$ cat config.mk
export PLATFORM = sky130hd
export DESIGN_NAME = decode_ctrl
export DESIGN_NICKNAME = d
export VERILOG_FILES = /design/src/rtl/decode_ctrl.sv
export SDC_FILE = /design/constraint.sdc
export NUM_CORES = 1
export LEC_CHECK = 0
export BUFFER_PORTS_ARGS = -buffer_cell sky130_fd_sc_hd__buf_2
export CAP_MARGIN = 40
export CORE_MARGIN = 8
export CORE_UTILIZATION = 43
export DETAILED_ROUTE_END_ITERATION = 12
export PLACE_DENSITY = 0.78
export SYNTH_ARGS = -nofsm -noshare
export SYNTH_HDL_FRONTEND = slang
export SYNTH_SLANG_ARGS = --single-unit
$ cat constraint.sdc
create_clock -name clk -period 2.3 [get_ports clk]
set_clock_uncertainty 0.1 [all_clocks]
set_input_delay 0.46 -clock clk [delete_from_list [all_inputs] [get_ports clk]]
set_output_delay 0.46 -clock clk [all_outputs]
set_load 0.1 [all_outputs]
$ cat src/rtl/decode_ctrl.sv
// decode_ctrl: PC sequencing, fetch issue and instruction decode
// between the fetch unit and execute.
module decode_ctrl #(
  parameter logic [13:0] RESET_PC     = 14'd1,
  parameter logic [5:0]  HALT_OPCODE  = 6'h3F,
  parameter logic [63:0] ILLEGAL_MASK = 64'h0
) (
  input  logic        clk,
  input  logic        rst_async,
  output logic        fetch_req,
  input  logic        fetch_complete,
  input  logic [15:0] inst,
  output logic [13:0] pc,
  output logic        dec_valid,
  input  logic        exec_ready,
  output logic [5:0]  opcode,
  output logic        is_long,
  output logic [2:0]  rd,
  output logic [2:0]  rs,
  output logic [7:0]  imm8,
  output logic        illegal,
  input  logic        branch_taken,
  input  logic [13:0] branch_target,
  output logic        halted
);

  typedef enum logic [2:0] {
    ISSUE,
    BUSY,
    WAIT,
    VALID,
    HALTED
  } state_t;

  state_t      state;
  logic [15:0] inst_q;
  logic [13:0] pc_inc;

  assign opcode  = inst_q[7:2];
  assign is_long = inst_q[1];
  assign rd      = inst_q[15:13];
  assign rs      = inst_q[12:10];
  assign imm8    = inst_q[15:8];
  assign illegal = ILLEGAL_MASK[opcode];
  assign pc_inc  = is_long ? 14'd2 : 14'd1;

  // fetch_req is registered, so it is high during the cycle after ISSUE;
  // the stale fetch_complete seen in that cycle is therefore ignored.
  always_ff @(posedge clk or posedge rst_async) begin
    if (rst_async) begin
      state     <= ISSUE;
      pc        <= RESET_PC;
      inst_q    <= 16'h0;
      fetch_req <= 1'b0;
      dec_valid <= 1'b0;
      halted    <= 1'b0;
    end else begin
      fetch_req <= 1'b0;
      case (state)
        ISSUE: begin
          fetch_req <= 1'b1;
          state     <= BUSY;
        end
        BUSY: state <= WAIT;
        WAIT: begin
          if (fetch_complete) begin
            inst_q    <= inst;
            dec_valid <= 1'b1;
            state     <= VALID;
          end
        end
        VALID: begin
          if (exec_ready) begin
            dec_valid <= 1'b0;
            if (opcode == HALT_OPCODE) begin
              halted <= 1'b1;
              state  <= HALTED;
            end else begin
              state <= ISSUE;
              pc    <= branch_taken ? branch_target
                                    : pc + pc_inc;
            end
          end
        end
        HALTED: state <= HALTED;
        default: state <= ISSUE;
      endcase
    end
  end

endmodule

==> results of run 1 <==
-- metrics by stage --
stage / instances / TNS, ns / hold slack, ns
3_5_place_dp: 289 / 0 / 0.356
6_report: 297 / 0 / 0.108
5_1_grt: 297 / 0 / 0.146
3_3_place_gp: 289 / 0 / 0.352
2_1_floorplan: 176 / -0.203 / 0.372
4_1_cts: 297 / 0 / 0.121
-- synthesized netlist by cell type, types with 2 or more instances --
cell | number | area share [%]
nor2_1 | 11 | 2.2
mux2i_1 | 3 | 1.6
and4_1 | 2 | 0.94
nand4b_1 | 2 | 0.94
buf_4 | 10 | 4.0
a21oi_1 | 11 | 3.0
nand2_1 | 10 | 2.0
nor2b_1 | 2 | 0.67
o2bb2ai_1 | 3 | 1.4
clkbuf_1 | 4 | 0.81
dfrtp_1 | 34 | 46
and3_1 | 2 | 0.67
o21ai_0 | 8 | 2.2
inv_1 | 5 | 1.0
nor3_1 | 8 | 2.2
a211oi_1 | 6 | 2.4
a22oi_1 | 2 | 0.81
nand3_1 | 4 | 1.1
mux2_1 | 10 | 6.1
ha_1 | 2 | 1.3
mux2_2 | 5 | 3.0
nor4_1 | 3 | 1.0
nand2b_1 | 2 | 0.67
-- path summary, 6_finish.rpt --
check / from / endpoint / cells past startpoint / slack [ns]
hold / removal: rst_async / inst_q[15]$_DFFE_PP0P_ / 2 / 0.11
hold reg to reg: halted$_DFFE_PP0P_ / halted$_DFFE_PP0P_ / 1 / 0.36
max in group asynchronous: rst_async / pc[11]$_DFFE_PP0P_ / 3 / 1.48
setup / recovery: pc[0]$_DFFE_PP1P_ / pc[12]$_DFFE_PP0P_ / 7 / 0.1
setup reg to reg: pc[0]$_DFFE_PP1P_ / pc[12]$_DFFE_PP0P_ / 7 / 0.1
min in group clk: inst[15] / inst_q[15]$_DFFE_PP0P_ / 2 / 0.29
-- registers in the layout, indices dropped and copies added, names as in the netlist --
| name | count |
|---|---|
| pc | 14 |
| halted | 1 |
| fetch_req | 1 |
| state | 3 |
| inst_q | 15 |
| dec_valid | 1 |
-- layer usage --
layer	global-route usage [%]	share of wire, %	wire length [um]
met2	23.4	54	2410
met5	0	0	0
met1	15.9	41	1830
met4	6.49	0.78	35
met3	3.28	4.0	180
-- cell usage in the layout, fill, tap and decap left out, types with 2 or more instances in the layout --
| cell | instances |
|---|---|
| nor2b_1 | 2 |
| and4_1 | 2 |
| clkbuf_8 | 5 |
| buf_4 | 3 |
| nor2_1 | 11 |
| nand2_1 | 10 |
| inv_2 | 2 |
| nor4_1 | 3 |
| and3_1 | 2 |
| buf_2 | 71 |
| a21oi_1 | 11 |
| o21ai_0 | 8 |
| a22oi_1 | 2 |
| nand2b_1 | 2 |
| mux2_1 | 10 |
| dfrtp_1 | 32 |
| mux2i_1 | 3 |
| nor3_1 | 8 |
| nand4b_1 | 2 |
| inv_1 | 3 |
| nand3_1 | 4 |
| a211oi_1 | 6 |
| o2bb2ai_1 | 3 |
| mux2_2 | 5 |
-- cells by family after synthesis --
| group | Yosys count |
|---|---|
| flip-flops | 35 |
| adder cells (fa/ha/maj) | 3 |
| buffers and inverters | 20 |
| AND/OR/NAND/NOR | 56 |
| multiplexers | 18 |
| AO/OA/AOI/OAI | 43 |
| other | 1 |
-- critical path, delay by kind of cell, from the launching register on --
family	cells	cell delay, ns
buffers and inverters	1	0.03
AOI/OAI and AO/OA	2	0.21
and+or+nand+nor	2	0.64
adders and majority gates	2	0.46
DFF	1	0.63
-- cell type report --
cell class,count,area share [%]
tap,52,2.77
sequential,35,37.8
clock buffer,6,3.09
multi-input combinational,121,37.9
clock inverter,2,0.533
timing repair buffer,75,17.0
inverter,6,0.960
-- what timing repair did --
item | in CTS | in global routing
setup endpoints to repair | 0 | 2
endpoints found under the hold margin | 0 | 0
resized for setup | 0 | 1
==> results.yml, run 1 <==
outcome:
  status: "finished clean"
timing:
  worst_slack_ns: 0.0965
  min_period_ns: 2.20
  relSlewSlack_pct: 63.9
  slew_viol_final: 0
  hold_viol: 0
  rsz0062_at_grt: "no"
  fin_crit_sh_pct: 95.8
  fmax_mhz: 454
  tightest_slew_ns: 0.542
  setup_viol_count_final: 0
synth:
  synth_area_um2: 1860
  muxShareOfSynthArea_pct: 10.7
  yosysWarnings: 0
  synth-seq-cells: 35
  synthAdderAreaFrac_pct: 2.43
  synth_edf_count: 0
  synth_compound_area_share_pct: 16.0
  ys_dominant_reg_cell: "dfrtp_1"
  postSynthCellCount: 176
  synth_nets: 214
  synth_xor_xnor_area_share_pct: 0
  synth_cell_types: 50
  ys_seq_area_share_pct: 47.3
  async_flop_share_pct: 100
  syn_area_per_cell_um2: 10.5
  synth_top_family_by_area: "simple AND/OR/NAND/NOR gates"
  yosys.area_share.simple_pct: 17.3
route:
  drtPass1Iterations: 4
  vias: 1573
  wirelength_mm: 4.46
  drt_iter0_drc: 149
  routedWlPerCell_um: 15.0
  drc_errors: 0
  avgViaCountPerCell: 5.30
  drtAntennaViolNets: 0
clocking:
  cts_setup_buffers: 0
  clk_pin_slew_ns: 0.07
  cts_tree: "built"
  htree_levels: 2
  cts_sinks: 35
  ctsRootBufferMaster: "clkbuf_8"
  hold_buffers: 0
  insertion_delay_ns: 0.28
  cts_max_path_buffers: 2
  cts-buffers-inserted: 5
floorplanning:
  rows: 24
  die_y_um: 81.7
  core_um2: 4260
  start_util_pct: 43.5
  die_x_um: 81.7
  dieArea_um2: 6670
  ios: 74
critical_path:
  worst_setup_path_start_kind: "flip-flop"
  critPathMaxStageDelay_ns: 0.63
  crit_required_ns: 2.36
  cp_cell_sequence: "ha_4 -> inv_2 -> fa_2 -> nand4b_4 -> or4_4 -> o22ai_2 -> a211oi_1"
  end_kind: "flip-flop"
  cp_max_fo: 5
  slowest_stage: "dfstp_4"
  critPathKind: "flip-flop to flip-flop"
  arrival_ns: 2.26
global_routing:
  grt_use_total_pct: 13.7
  grt_max_degree: 27
  grt_pass1_vias: 1595
  grt_overflow: 0
  grt_antenna_before_repair: 0
  grt_pass1_wl_mm: 7.20
layout:
  regArea_um2: 886
  area_growth_pct: 26.4
  multi_input_area_um2: 890
  final_area_um2: 2350
  n_fill_cell: 400
  fin_util_pct: 55.0
  diodes: 0
  drive_gt1_share_pct: 41.6
  nNetsFinal: 282
placed_design:
  post-place-ws_ns: 0.0655
  gp_congestion: 0.842
  port_buffers: 71
  placed_cell_area_um2: 2260
  dpl.hpwl_mm: 3.43
flow_run:
  cap_viol_max_count: 0
hold_path:
  hold_path_class: "input pin to asynchronous set/reset pin"
Power of run 1 is left out: the tool's default activity adds up to more than one toggle a clock period on the data nets, which glitch-free logic cannot reach.
==> run 2, diff against run 1 <==
--- a/config.mk
+++ b/config.mk
@@ -6,10 +6,11 @@
 export NUM_CORES = 1
 export LEC_CHECK = 0
 export BUFFER_PORTS_ARGS = -buffer_cell sky130_fd_sc_hd__buf_2
-export CAP_MARGIN = 40
+export CAP_MARGIN = 10
 export CORE_MARGIN = 8
 export CORE_UTILIZATION = 43
 export DETAILED_ROUTE_END_ITERATION = 12
+export HOLD_SLACK_MARGIN = 0.15
 export PLACE_DENSITY = 0.78
 export SYNTH_ARGS = -nofsm -noshare
 export SYNTH_HDL_FRONTEND = slang
==> constraint.sdc (replaced) <==
create_clock -name clk -period 2.3 [get_ports clk]
set_clock_uncertainty 0.1 [all_clocks]
set_input_delay 0.23 -clock clk [delete_from_list [all_inputs] [get_ports clk]]
set_output_delay 0.23 -clock clk [all_outputs]
set_load 0.1 [all_outputs]
==> results.yml, run 2 (same netlist as run 1, synthesis figures left out) <==
outcome:
  status: "finished clean"
placed_design:
  gp_congestion: 0.856
  placed_cell_area_um2: 2250
  dpl.hpwl_mm: 3.47
  port_buffers: 71
floorplanning:
  core_um2: 4260
  dieArea_um2: 6670
  start_util_pct: 43.5
  die_x_um: 81.7
  rows: 24
  ios: 74
  die_y_um: 81.7
global_routing:
  gr-usage-met1_pct: 17.5
  global_route.peak_usage_layer: "met2"
  grt_overflow: 0
  use_met3_pct: 2.63
  grt_antenna_before_repair: 0
  grt_max_degree: 36
  grt_use_total_pct: 15.2
  grt_pass1_wl_mm: 8.05
  use_met2_pct: 27.3
  grt_pass1_vias: 1720
layout:
  fin_util_pct: 60.3
  nNetsFinal: 301
  max_flop_register: "inst_q"
  n_fill_cell: 391
  reg_top3: "inst_q (15), pc (14), state (3)"
  mostFrequentLayoutCells: "71 x buf_2, 32 x dfrtp_1, 19 x dlygate4sd3_1"
  largest_register_ffs: 15
  regArea_um2: 886
  drive_gt1_share_pct: 38.6
  area_growth_pct: 38.6
  layout_commonest_cell: "buf_2"
  final_area_um2: 2570
  diodes: 0
  multi_input_area_um2: 890
clocking:
  insertion_delay_ns: 0.28
  ctsRootBufferMaster: "clkbuf_8"
  cts_tree: "built"
  cts_max_path_buffers: 2
  cts_sinks: 35
  clk_pin_slew_ns: 0.07
  htree_levels: 2
  cts-buffers-inserted: 5
route:
  drc_errors: 0
  drtPass1Iterations: 4
  drtAntennaViolNets: 0
  avgViaCountPerCell: 5.32
  wirelength_mm: 4.98
  drt_iter0_drc: 99
  routedWlPerCell_um: 15.8
  vias: 1682
timing:
  fmax_mhz: 450
  fin_crit_sh_pct: 96.6
  hold_viol: 0
  setup_viol_count_final: 0
  rsz0062_at_grt: "no"
  whs_ns: 0.154
  slew_viol_final: 0
  min_period_ns: 2.22
critical_path:
  end_kind: "flip-flop"
  arrival_ns: 2.28
  r2r-end: "pc[12]$_DFFE_PP0P_"
  cp_max_fo: 5
  reg2reg_setup_slack_ns: 0.08
  r2r_cells: 7
  startpoint: "pc[0]$_DFFE_PP1P_"
  crit_required_ns: 2.36
  timing.rr.start: "pc[0]$_DFFE_PP1P_"
  worst_setup_path_start_kind: "flip-flop"
  crit_end: "pc[12]$_DFFE_PP0P_"
  critPathKind: "flip-flop to flip-flop"
flow_run:
  cap_viol_max_count: 0
hold_path:
  hold_depth: 3
  hold_path_class: "input pin to flip-flop"
-- run 2: repair_timing --
item	4_1_cts	5_1_grt
gates resized for setup	0	1
buffers inserted	0	0
hold endpoints to repair	53	0
endpoints found under the setup margin	0	3
hold buffers	19	0
-- run 2: worst min-delay path by stage --
stage / start / endpoint
2_1_floorplan: inst[15] / inst_q[15]$_DFFE_PP0P_
3_3_place_gp: rst_async / inst_q[15]$_DFFE_PP0P_
3_5_place_dp: rst_async / inst_q[15]$_DFFE_PP0P_
4_1_cts: branch_target[4] / pc[4]$_DFFE_PP0P_
5_1_grt: branch_target[8] / pc[8]$_DFFE_PP0P_
6_report: branch_target[8] / pc[8]$_DFFE_PP0P_
-- run 2: metal layers --
| metal | routed length (um) | vias to the layer above |
|---|---|---|
| li1 | - | 820 |
| met2 | 2670 | 46 |
| met4 | 97 | 0 |
| met1 | 2020 | 810 |
| met3 | 189 | 6 |
| met5 | 0 | - |
-- run 2: stage by stage --
step	worst slack, ns	std cells	setup TNS, ns
after global routing	0.0118	316	0
after CTS	0.0247	316	0
after global placement	0.102	289	0
after detailed placement	0.0377	289	0
after floorplan	-0.121	176	-0.203
final	0.0775	316	0
-- run 2: layout make-up --
cell class,instances,share of cell area [%]
well taps,52,2.53
clock buffers,6,2.82
flip-flops and latches,35,34.5
repair buffers,94,22.4
inverters,6,0.876
multi-input cells,121,34.6
clock inverters,2,2.34
-- run 2: worst max-delay path: stages (launching register included) --
cell and delay (ns):
dfstp_4 0.63, ha_4 0.13, inv_2 0.03, fa_2 0.34
nand4b_4 0.21, or4_4 0.44, o22ai_2 0.12, a211oi_1 0.09
Power of run 2 is left out for the same reason.
==> run 3, diff against run 2 <==
--- a/config.mk
+++ b/config.mk
@@ -7,7 +7,8 @@
 export LEC_CHECK = 0
 export BUFFER_PORTS_ARGS = -buffer_cell sky130_fd_sc_hd__buf_2
 export CAP_MARGIN = 10
-export CORE_MARGIN = 8
+export CORE_ASPECT_RATIO = 1.1
+export CORE_MARGIN = 4
 export CORE_UTILIZATION = 43
 export DETAILED_ROUTE_END_ITERATION = 12
 export HOLD_SLACK_MARGIN = 0.15
==> constraint.sdc (replaced) <==
create_clock -name clk -period 1.9 [get_ports clk]
set_clock_uncertainty 0.1 [all_clocks]
set_input_delay 0.19 -clock clk [delete_from_list [all_inputs] [get_ports clk]]
set_output_delay 0.19 -clock clk [all_outputs]
set_load 0.1 [all_outputs]
==> results.yml, run 3 (same netlist as run 1, synthesis figures left out) <==
timing:
  min_period_ns: 2.19
  worst_slack_ns: -0.287
  setup_viol_count_final: 6
  rsz0062_at_grt: "yes"
  hold_viol: 0
  fmax_mhz: 457
  slew_viol_final: 0
  fin_crit_sh_pct: 115
route:
  vias: 1786
  drtPass1Iterations: 4
  drtAntennaViolNets: 0
  avgViaCountPerCell: 5.32
  drc_errors: 0
  drt_iter0_drc: 115
  routedWlPerCell_um: 15.0
  wirelength_mm: 5.05
outcome:
  violations: "negative setup slack"
  status: "complete, but fails checks"
critical_path:
  arrival_ns: 2.25
  worst-path-buf-inv: 1
  worst_setup_path_start_kind: "flip-flop"
  cp_cell_sequence: "ha_4 -> inv_2 -> fa_2 -> nand4b_4 -> or4_4 -> o22ai_2 -> a211oi_2"
  crit_required_ns: 1.96
  r2r-end: "pc[12]$_DFFE_PP0P_"
  timing.rr.start: "pc[0]$_DFFE_PP1P_"
  slowest_stage: "dfstp_4"
  cp_max_fo: 3
  critPathMaxStageDelay_ns: 0.63
  critPathKind: "flip-flop to flip-flop"
  cpLargestDelayFamily: "simple AND/OR/NAND/NOR gates"
  end_kind: "flip-flop"
  startpoint: "pc[0]$_DFFE_PP1P_"
  crit_end: "pc[12]$_DFFE_PP0P_"
  r2r_cells: 7
  worst-path-stages: 7
  reg2reg_setup_slack_ns: -0.29
placed_design:
  gp_congestion: 0.870
  port_buffers: 71
  dpl.hpwl_mm: 3.41
clocking:
  insertion_delay_ns: 0.29
  cts_max_path_buffers: 2
  ctsRootBufferMaster: "clkbuf_8"
  htree_levels: 2
  clk_pin_slew_ns: 0.07
  cts_tree: "built"
  cts_sinks: 35
  cts-buffers-inserted: 5
layout:
  regArea_um2: 902
  largest_register_ffs: 15
  fin_util_pct: 69.1
  drive_gt1_share_pct: 45.1
  area_growth_pct: 50.9
  mostFrequentLayoutCells: "71 x buf_2, 28 x dlygate4sd3_1, 21 x dfrtp_1"
  layout_commonest_cell: "buf_2"
  reg_top3: "inst_q (15), pc (14), state (3)"
  max_flop_register: "inst_q"
  multi_input_area_um2: 910
  nNetsFinal: 321
  diodes: 0
  n_fill_cell: 328
global_routing:
  grt_overflow: 0
  grt_pass1_wl_mm: 8.47
  grt_antenna_before_repair: 0
  grt_pass1_vias: 1750
  grt_max_degree: 36
  grt_use_total_pct: 19.3
flow_run:
  cap_viol_max_count: 0
floorplanning:
  core_um2: 4050
  rows: 24
  dieArea_um2: 5430
  die_x_um: 70.6
  start_util_pct: 45.8
  die_y_um: 76.9
  ios: 74
hold_path:
  hold_path_class: "input pin to flip-flop"
==> run 3: worst min-delay path by stage <==
stage | start | endpoint | slack, ns | depth (start not counted)
2_1_floorplan | inst[2] | inst_q[2]$_DFFE_PP0P_ | 0.22 | 1
3_3_place_gp | rst_async | inst_q[9]$_DFFE_PP0P_ | 0.22 | 3
3_5_place_dp | rst_async | inst_q[10]$_DFFE_PP0P_ | 0.22 | 3
4_1_cts | branch_target[11] | pc[11]$_DFFE_PP0P_ | 0.15 | 3
5_1_grt | branch_target[11] | pc[11]$_DFFE_PP0P_ | 0.17 | 3
6_report | branch_target[11] | pc[11]$_DFFE_PP0P_ | 0.16 | 3
==> run 3: cell type report <==
type,instances,area share (%)
clock buffers,6,2.59
clock inverters,2,2.14
inverters,6,0.804
multi-input cells,121,32.5
flip-flops and latches,35,32.2
well taps,52,2.32
repair buffers,114,27.4
==> run 3: what timing repair did <==
item | CTS | global route
hold buffers | 28 | 0
hold endpoints to repair | 61 | 0
buffers inserted | 2 | 0
setup endpoints to repair | 4 | 12
pin swaps | 8 | 3
gates resized for setup | 3 | 6
==> run 3: worst register-to-register path: cells and delay by family (launching register included) <==
| kind | cells | cell delay (ns) |
|---|---|---|
| and+or+nand+nor | 2 | 0.64 |
| DFF | 1 | 0.63 |
| adders and majority gates | 2 | 0.46 |
| AOI/OAI and AO/OA | 2 | 0.20 |
| buffers and inverters | 1 | 0.03 |
==> run 3: per-stage QoR <==
stage | setup WS (ns) | cells | hold WS [ns] | setup TNS (ns) | cell area [um2]
after floorplan | -0.503 | 176 | 0.225 | -1.65 | 1900
after global placement | -0.233 | 298 | 0.216 | -0.639 | 2340
after detailed placement | -0.284 | 298 | 0.221 | -0.819 | 2340
after CTS | -0.273 | 336 | 0.153 | -1.08 | 2790
after global routing | -0.361 | 336 | 0.173 | -2.15 | 2800
final | -0.287 | 336 | 0.162 | -1.08 | 2800
==> run 3: per-layer routing <==
metal / vias to the layer above / part of all wire [%] / global-route usage (%) / routed length [um]
li1: 854 / - / - / -
met1: 849 / 40 / 24.0 / 2000
met2: 71 / 52 / 32.6 / 2630
met3: 12 / 6.2 / 4.31 / 313
met4: 0 / 2.1 / 6.77 / 108
met5: - / 0 / 0 / 0
Power of run 3 is left out for the same reason.
